--- config.mk ---
export PLATFORM = sky130hd
export DESIGN_NAME = seg_scan_driver
export DESIGN_NICKNAME = d
export VERILOG_FILES = /design/src/rtl/seg_pkg.sv /design/src/rtl/seg_scan_driver_hex7seg_dec.sv /design/src/rtl/seg_scan_driver.sv
export SDC_FILE = /design/constraint.sdc
export NUM_CORES = 1
export LEC_CHECK = 0
export BUFFER_PORTS_ARGS = -buffer_cell sky130_fd_sc_hd__buf_2
export CAP_MARGIN = 40
export CORE_ASPECT_RATIO = 1.1
export CORE_MARGIN = 5
export CORE_UTILIZATION = 35
export CTS_CLUSTER_DIAMETER = 50
export DETAILED_ROUTE_END_ITERATION = 8
export PLACE_DENSITY_LB_ADDON = 0.15
export SLEW_MARGIN = 25
export SYNTH_ARGS = -nofsm -noshare
export SYNTH_HDL_FRONTEND = slang
export SYNTH_SLANG_ARGS = --single-unit
--- constraint.sdc ---
create_clock -name CLK -period 2.3 [get_ports CLK]
set_clock_uncertainty 0.1 [all_clocks]
set_input_delay 0.115 -clock CLK [delete_from_list [all_inputs] [get_ports CLK]]
set_output_delay 0.115 -clock CLK [all_outputs]
set_load 0.1 [all_outputs]
--- src/rtl/seg_pkg.sv ---
// Shared constants for the multiplexed seven-segment driver: hex glyphs (active-high g..a),
// the all-off pattern and the index-width helper.
package seg_pkg;

   // Index n holds the glyph for hex digit n; bit 0 = segment a.
   localparam logic [15:0][6:0] SEG_HEX = {
      7'h71, 7'h79, 7'h5E, 7'h39, 7'h7C, 7'h77, 7'h6F, 7'h7F,
      7'h07, 7'h7D, 7'h6D, 7'h66, 7'h4F, 7'h5B, 7'h06, 7'h3F
   };

   localparam logic [7:0] SEG_OFF = 8'h00;

   function automatic int clog2(input int n);
      int w;
      w = 0;
      while ((1 << w) < n) begin
         w++;
      end
      return w;
   endfunction

endpackage

--- src/rtl/seg_scan_driver_hex7seg_dec.sv ---
// Combinational hex nibble + decimal point -> 8-bit segment pattern {dp, g..a}.
// seg_dark darkens only g..a (leading-zero suppression); blank darkens everything.
module hex7seg_dec
   import seg_pkg::*;
#(
   parameter bit ACTIVE_LOW = 1'b1
) (
   input  logic [3:0] nibble,
   input  logic       dp,
   input  logic       blank,
   input  logic       seg_dark,
   output logic [7:0] seg
);

   logic [7:0] seg_hi;

   always_comb begin
      seg_hi = {dp, SEG_HEX[nibble]};
      if (seg_dark) begin
         seg_hi[6:0] = SEG_OFF[6:0];
      end
      if (blank) begin
         seg_hi = SEG_OFF;
      end
      seg = ACTIVE_LOW ? ~seg_hi : seg_hi;
   end

endmodule

--- src/rtl/seg_scan_driver.sv ---
// N-digit multiplexed seven-segment driver with prescaled scan, double-buffered display data
// and registered Dis/Cs. Define LEADING_ZERO_BLANK_EN to suppress leading zero digits.
module seg_scan_driver
   import seg_pkg::*;
#(
   parameter int DIGITS         = 4,
   parameter int CLK_DIV        = 50000,
   parameter int SEG_ACTIVE_LOW = 1,
   parameter int CS_ACTIVE_LOW  = 1
) (
   input  logic                CLK,
   input  logic                RST,
   input  logic [4*DIGITS-1:0] Value,
   input  logic [DIGITS-1:0]   Dp,
   input  logic [DIGITS-1:0]   Blank,
   input  logic                Load,
   output logic [7:0]          Dis,
   output logic [DIGITS-1:0]   Cs,
   output logic                Frame_Done,
   output logic                Pending
);

   localparam int IDX_W = (clog2(DIGITS) < 1) ? 1 : clog2(DIGITS);
   localparam int CNT_W = clog2(CLK_DIV);
   localparam logic [IDX_W-1:0]  IDX_LAST = IDX_W'(DIGITS - 1);
   localparam logic [CNT_W-1:0]  CNT_LAST = CNT_W'(CLK_DIV - 1);
   localparam logic [7:0]        DIS_IDLE = (SEG_ACTIVE_LOW != 0) ? ~SEG_OFF : SEG_OFF;
   localparam logic [DIGITS-1:0] CS_IDLE  = {DIGITS{(CS_ACTIVE_LOW != 0)}};

   logic [CNT_W-1:0]    cnt_q, cnt_d;
   logic [IDX_W-1:0]    idx_q, idx_d;
   logic [4*DIGITS-1:0] act_val_q, act_val_d;
   logic [DIGITS-1:0]   act_dp_q, act_dp_d;
   logic [DIGITS-1:0]   act_blank_q, act_blank_d;
   logic [4*DIGITS-1:0] pend_val_q, pend_val_d;
   logic [DIGITS-1:0]   pend_dp_q, pend_dp_d;
   logic [DIGITS-1:0]   pend_blank_q, pend_blank_d;
   logic                pend_flag_q, pend_flag_d;
   logic                frame_done_q, frame_done_d;
   logic [7:0]          dis_q, dis_d;
   logic [DIGITS-1:0]   cs_q, cs_d;

   logic                tick;
   logic                boundary;
   logic [3:0]          act_nib [DIGITS];
   logic [DIGITS-1:0]   cs_sel;
   logic [DIGITS-1:0]   lz_sup;
   logic [7:0]          dec_seg;

   for (genvar gi = 0; gi < DIGITS; gi++) begin : g_digit
      assign act_nib[gi] = act_val_q[4*gi +: 4];
      assign cs_sel[gi]  = (idx_q == IDX_W'(gi));
   end

`ifdef LEADING_ZERO_BLANK_EN
   logic lz_higher;

   // Walk from the most significant digit down; digit 0 is never suppressed.
   always_comb begin
      lz_sup    = '0;
      lz_higher = 1'b1;
      for (int i = DIGITS - 1; i >= 1; i--) begin
         lz_sup[i] = lz_higher && (act_nib[i] == 4'h0);
         lz_higher = lz_higher && ((act_nib[i] == 4'h0) || act_blank_q[i]);
      end
   end
`else
   assign lz_sup = '0;
`endif

   hex7seg_dec #(
      .ACTIVE_LOW (SEG_ACTIVE_LOW != 0)
   ) u_dec (
      .nibble   (act_nib[idx_q]),
      .dp       (act_dp_q[idx_q]),
      .blank    (act_blank_q[idx_q]),
      .seg_dark (lz_sup[idx_q]),
      .seg      (dec_seg)
   );

   always_comb begin
      tick     = (cnt_q == CNT_LAST);
      boundary = tick && (idx_q == IDX_LAST);

      cnt_d = tick ? '0 : cnt_q + CNT_W'(1);
      idx_d = idx_q;
      if (tick) begin
         idx_d = (idx_q == IDX_LAST) ? '0 : idx_q + IDX_W'(1);
      end

      act_val_d    = act_val_q;
      act_dp_d     = act_dp_q;
      act_blank_d  = act_blank_q;
      pend_val_d   = pend_val_q;
      pend_dp_d    = pend_dp_q;
      pend_blank_d = pend_blank_q;
      pend_flag_d  = pend_flag_q;

      // A load landing on the boundary bypasses the pending buffer and drops whatever was there.
      if (Load && boundary) begin
         act_val_d   = Value;
         act_dp_d    = Dp;
         act_blank_d = Blank;
         pend_flag_d = 1'b0;
      end else if (Load) begin
         pend_val_d   = Value;
         pend_dp_d    = Dp;
         pend_blank_d = Blank;
         pend_flag_d  = 1'b1;
      end else if (boundary && pend_flag_q) begin
         act_val_d   = pend_val_q;
         act_dp_d    = pend_dp_q;
         act_blank_d = pend_blank_q;
         pend_flag_d = 1'b0;
      end

      frame_done_d = boundary;
      dis_d        = dec_seg;
      cs_d         = cs_sel ^ CS_IDLE;
   end

   always_ff @(posedge CLK or posedge RST) begin
      if (RST) begin
         cnt_q        <= '0;
         idx_q        <= '0;
         act_val_q    <= '0;
         act_dp_q     <= '0;
         act_blank_q  <= '0;
         pend_val_q   <= '0;
         pend_dp_q    <= '0;
         pend_blank_q <= '0;
         pend_flag_q  <= 1'b0;
         frame_done_q <= 1'b0;
         dis_q        <= DIS_IDLE;
         cs_q         <= CS_IDLE;
      end else begin
         cnt_q        <= cnt_d;
         idx_q        <= idx_d;
         act_val_q    <= act_val_d;
         act_dp_q     <= act_dp_d;
         act_blank_q  <= act_blank_d;
         pend_val_q   <= pend_val_d;
         pend_dp_q    <= pend_dp_d;
         pend_blank_q <= pend_blank_d;
         pend_flag_q  <= pend_flag_d;
         frame_done_q <= frame_done_d;
         dis_q        <= dis_d;
         cs_q         <= cs_d;
      end
   end

   assign Dis        = dis_q;
   assign Cs         = cs_q;
   assign Frame_Done = frame_done_q;
   assign Pending    = pend_flag_q;

endmodule

**Word level (Yosys, flattened, before mapping)**

Memory sizes are Yosys's and may differ from the RTL's.
Cells that the tools add are included.
W data, S select, Z words.

- Memories: 1
- Bits in registers: 80
- Output and inout bits: 14
- Input port bits: 27
- Bits in read-only memories: 112
- Logic and storage cells: 61

- Equality and inequality tests: 5
- Mux-type cells: 26
- $add $sub $neg: 2
- Bitwise gates (word level): 4
- Reduce and logical (&&, ||, !) cells: 8
- $lt $le $gt $ge: 3

Memory list:

| memory | depth | bits a word | read ports | clocked after Yosys merged registers in | write ports | RTL line | RTL |
|---|---|---|---|---|---|---|---|
| (no name shown) | 16 | 7 | 1 | 0 | 0 | seg_scan_driver_hex7seg_dec.sv:18 | `seg_hi = {dp, SEG_HEX[nibble]};` |

Operators with widths:

| operator | count |
|---|---|
| $mux W16 | 4 |
| $mux W4 | 8 |
| $add A16 B1 Y16 const B | 1 |
| $eq A16 B16 Y1 const B | 1 |
| $mux W7 | 2 |
| $bmux W4 S2 | 1 |
| $mux W8 | 1 |
| $not A8 Y8 | 1 |
| $bmux W1 S2 | 3 |
| $mux W1 | 6 |
| $lt A4 B5 Y1 const B | 1 |
| $eq A2 B2 Y1 const B | 2 |
| $not A4 Y4 | 1 |
| $reduce_and A2 Y1 | 2 |
| $ge A3 B3 Y1 const B | 1 |
| $logic_and A1 B1 Y1 | 3 |
| $lt A2 B3 Y1 const B | 1 |
| $not A2 Y3 | 1 |
| $reduce_bool A3 Y1 | 1 |
| $add A2 B1 Y2 const B | 1 |
| $eq A2 B1 Y1 const B | 1 |
| $logic_not A2 Y1 | 1 |
| $mux W2 | 1 |
| $ne A2 B1 Y1 const B | 1 |
| 2 further kinds | 2 |

**Logic depth before layout (Yosys ltp)**

- Depth in word-level cells: 9
- Gate-level depth with buffers: 7
- Depth with buffers taken out: 6

**Modules after synthesis**

Synthesis repeated with hierarchy kept, for this count alone.

- Cell total of the unflattened synthesis: 319
- Area total of the unflattened synthesis: 3,724.8 sq um

By module, submodules not included:

| module | times used | area each (sq um) | sequential area each (sq um) | cells each |
|---|---|---|---|---|
| seg_scan_driver | 1 | 3,438.3 | 2,016.9 | 283 |
| hex7seg_dec | 1 | 286.5 | 0.0 | 36 |

**Worst setup path after synthesis**

No wires, ideal clock.

- Path kind: reg2reg
- Start point: register cnt_q[11]
- End point: register pend_blank_q[0]
- Path slack: 34 ps
- Period minus slack after synthesis: 2,266 ps
- Library setup time: 127 ps
- Data required time: 2,073 ps
- Path buffers: 2
- Arrival: 2,038 ps
- Stages on the path, launching flop included: 7
- Cells stage by stage: dfrtp_1 -> or4b_4 -> nor4_4 -> nand2b_1 -> buf_4 -> buf_6 -> mux2_1

- Word-level cells in the longest chain between the ends: 5

Ends and longest elaborated chain:

| item | RTL line | RTL |
|---|---|---|
| start: declaration | seg_scan_driver.sv:30 | `logic [CNT_W-1:0] cnt_q, cnt_d;` |
| start signal: assignment | seg_scan_driver.sv:137 | `cnt_q <= cnt_d;` |
| $eq A16 B16 Y1 | seg_scan_driver.sv:82 | `tick = (cnt_q == CNT_LAST);` |
| $logic_and A1 B1 Y1 | seg_scan_driver.sv:83 | `boundary = tick && (idx_q == IDX_LAST);` |
| $logic_and A1 B1 Y1 | seg_scan_driver.sv:100 | `if (Load && boundary) begin` |
| $not A1 Y1 (no line) | n/a |  |
| $reduce_and A2 Y1 (no line) | n/a |  |
| end signal: assignment | seg_scan_driver.sv:144 | `pend_blank_q <= pend_blank_d;` |
| end: declaration | seg_scan_driver.sv:37 | `logic [DIGITS-1:0] pend_blank_q, pend_blank_d;` |

No other way between the ends.
A chain may end at the register's enable or synchronous reset.

**Worst setup path after layout**

- Start point: register cnt_q[11]
- End point: register pend_blank_q[2]

Same word-level chain as after synthesis.

==> flow_metrics.tcl <==
set metrics [dict create \
    p_clk_frac 0.470 \
    synth_warnings 0 \
    first_global_vias 2678 \
    met1_usage 0.187 \
    drtIter0Drc 86 \
    syn_nets 333 \
    multi_input_area_mm2 0.00156 \
    hp-class "in -> reg" \
    drv_cap 0 \
    die_area_mm2 0.0128 \
    synth.most_common_cell "dfrtp_1" \
    worst_pin_slew_ns 0.611 \
    synthXorXnorAreaFrac 0.0259 \
    synth_edf_count 0 \
    r2r_end "pend_blank_q[2]" \
    outcome "finished, final reports clean" \
    drt_wl_total_um 8230 \
    htree_levels 3 \
    synthSimpleGateAreaFrac 0.140 \
    fill_cells 971 \
    gr-usage-met2 0.222 \
    core_area_mm2 0.0104 \
    combPwrFrac 0.048 \
    die_height_um 118 \
    syn_inst 295 \
    startpoint "cnt_q[11]" \
    finalNetCount 411 \
    placed_area_mm2 0.00417 \
    synth.top_cell.area_share 0.458 \
    crit_path_end_kind "register" \
    post-route-min-period_ns 2.25 \
    synth_top_area_cell "dfrtp_1" \
    synth_area_mm2 0.00371 \
    synth_compound_area_frac 0.102 \
    ys_async_sr_fraction 1.00 \
    grt_pass1_wl_um 13800 \
    cts_tree "built" \
    gp_congestion 0.768 \
    wl_per_cell_um 15.8 \
    maxSlewHeadroom 0.592 \
    num_io_pins 41 \
    insertion_delay_ns 0.33 \
    num_vias 2594 \
    overflow 0 \
    regArea_mm2 0.00202 \
    firstDrtPassIters 4 \
    intPower_uw 2430 \
    clockRootBuffer "clkbuf_16" \
    met3_usage 0.0318 \
    worstPathRequired_ns 2.41 \
    final_cell_area_mm2 0.00473 \
    sequentialPowerShare 0.481 \
    start_util 0.357 \
    crit_buf_inv 1 \
    crit_arrival_ns 2.36 \
    synthAdderAreaFrac 0.0371 \
    r2r_slack_ns 0.05 \
    p_sw_uw 627 \
    rows 39 \
    setup.worst_path.class "reg -> reg" \
    busiest_layer "met2" \
    fmax_mhz 445 \
    ant_nets 0 \
    hold-path-cell-count 3 \
    cp_slowest_cell "or4b_4" \
    cts-buffers-inserted 9 \
    hold_viol 0 \
    holdPathEnd "Pending" \
    place_hpwl_um 5680 \
    vdd_ir_drop_max_mv 0.313 \
    yosys-top-cells-count "dfrtp_1 (68), a221o_1 (24), and3_1 (22)" \
    reg2reg_from "cnt_q[11]" \
    p_leak_uw 0.00217 \
    place_inst 480 \
    clkSinkCount 80 \
    post-cts-setup-buffers 0 \
    synth-seq-area-share 0.543 \
    ys_ff_latch 80 \
    grt.total_usage 0.141 \
    slowest_delay_ns 0.58 \
    crit_fanout 11 \
    antenna_cells 0 \
    die_x_um 108 \
    crit_family "simple AND/OR/NAND/NOR gates" \
    drcViolationCount 0 \
    post-route-period-util 0.978 \
    min_from "Load" \
    fin_cells 521 \
    layout-drive-gt1-share 0.267 \
    ys_types 45 \
    post-place-ws_ns 0.0593 \
    path_cells "or4b_4 -> nor4_4 -> nand2b_1 -> buf_4 -> mux2_1" \
    rr_worst_depth 5 \
    muxShareOfSynthArea 0.114 \
    finalPower_uw 3060 \
    clock_path_buffers 2 \
    power_density_mw_per_mm2 647 \
    synthFlopType "dfrtp_1" \
    grt_max_degree 48 \
    antenna_found_initial 0 \
    slew_violations 0 \
    clk_pin_slew_ns 0.06 \
    area_delta_synth_final_pct 27.3 \
    finalSetupViolations 0 \
    via_per_inst 4.98 \
    synth_area_leaders "dfrtp_1 (46%), dfstp_2 (8.5%), a221o_1 (6.5%)" \
    start_kind "register" \
    setup_ws_ns 0.0516 \
    portBuffers 40 \
    rsz0062_at_grt "true" \
    syn_avg_cell_area_um2 12.6 \
    switching_share 0.205 \
    synth_top_family_by_area "simple AND/OR/NAND/NOR gates" \
]
layout by cell type, fill, tap and decap left out, types with 7 or more instances in the layout:
master         count
a221o_1           24
and3_1            22
buf_2             40
buf_4             17
clkbuf_16          9
dfrtp_1           68
dfstp_2           12
dlygate4sd3_1     25
ha_1              11
inv_1             11
mux2_1            20
nand2_1           10
nand3_1            7
nor2_1            11
nor2b_1            8
xor2_1             7
worst reg2reg max path: stages (launching register included):
cell and delay [ns]:
dfrtp_1 0.37, or4b_4 0.58, nor4_4 0.32, nand2b_1 0.17
buf_4 0.22, mux2_1 0.37
registers in the layout, indices dropped and copies added (netlist names):
register      flops
act_blank_q       4
pend_val_q       16
pend_blank_q      4
Frame_Done        1
Cs                4
Dis               8
act_val_q        16
pend_dp_q         4
Pending           1
idx_q             2
cnt_q            16
act_dp_q          4
power groups by stage:
stage / sequential, uW / combinational (uW) / clock [uW]
2_1_floorplan: 1490 / 69.8 / 0
3_3_place_gp: 1500 / 116 / 0
3_5_place_dp: 1500 / 120 / 0
4_1_cts: 1470 / 152 / 1480
5_1_grt: 1480 / 168 / 1550
6_report: 1470 / 148 / 1440
final cells by class:
class	count	area share
clock buffer	14	0.0559
timing repair buffer	84	0.131
tap	143	0.0379
clock inverter	2	0.00794
multi-input combinational	186	0.331
inverter	12	0.00980
sequential	80	0.427
per-stage QoR:
step,TNS [ns],hold WS [ns],util
5_1_grt,-0.114,0.194,0.455
2_1_floorplan,0,0.147,-
3_3_place_gp,0,0.0980,0.402
4_1_cts,0,0.165,0.455
6_report,0,0.155,0.455
3_5_place_dp,0,0.108,0.402
how the worst max path moves through the flow:
| stage | to | slack [ns] | cells past startpoint |
|---|---|---|---|
| after global placement | pend_val_q[15] | 0.07 | 5 |
| after global routing | pend_blank_q[2] | -0.02 | 5 |
| after CTS | pend_val_q[0] | 0.05 | 5 |
| final | pend_blank_q[2] | 0.05 | 5 |
| after detailed placement | pend_val_q[0] | 0.06 | 5 |
| after floorplan | pend_blank_q[0] | 0.03 | 6 |
metal layers:
layer / up-vias / part of all wire
li1: 1253 / -
met1: 1289 / 0.48
met2: 42 / 0.47
met3: 10 / 0.036
met4: 0 / 0.013
met5: - / 0
cells by family after synthesis:
logic type                 Yosys count
buffers and inverters               29
and+or+nand+nor                     87
DFF                                 80
xor gates and xnor gates            11
adders and majority gates           11
AOI/OAI and AO/OA                   44
muxes                               33
timing repair:
| item | CTS | global route |
|---|---|---|
| resized for setup | 0 | 0 |
| setup endpoints to repair | 0 | 16 |
| endpoints found under the hold margin | 48 | 0 |
| hold buffers | 25 | 0 |
Power figures use the tool's default switching activity.
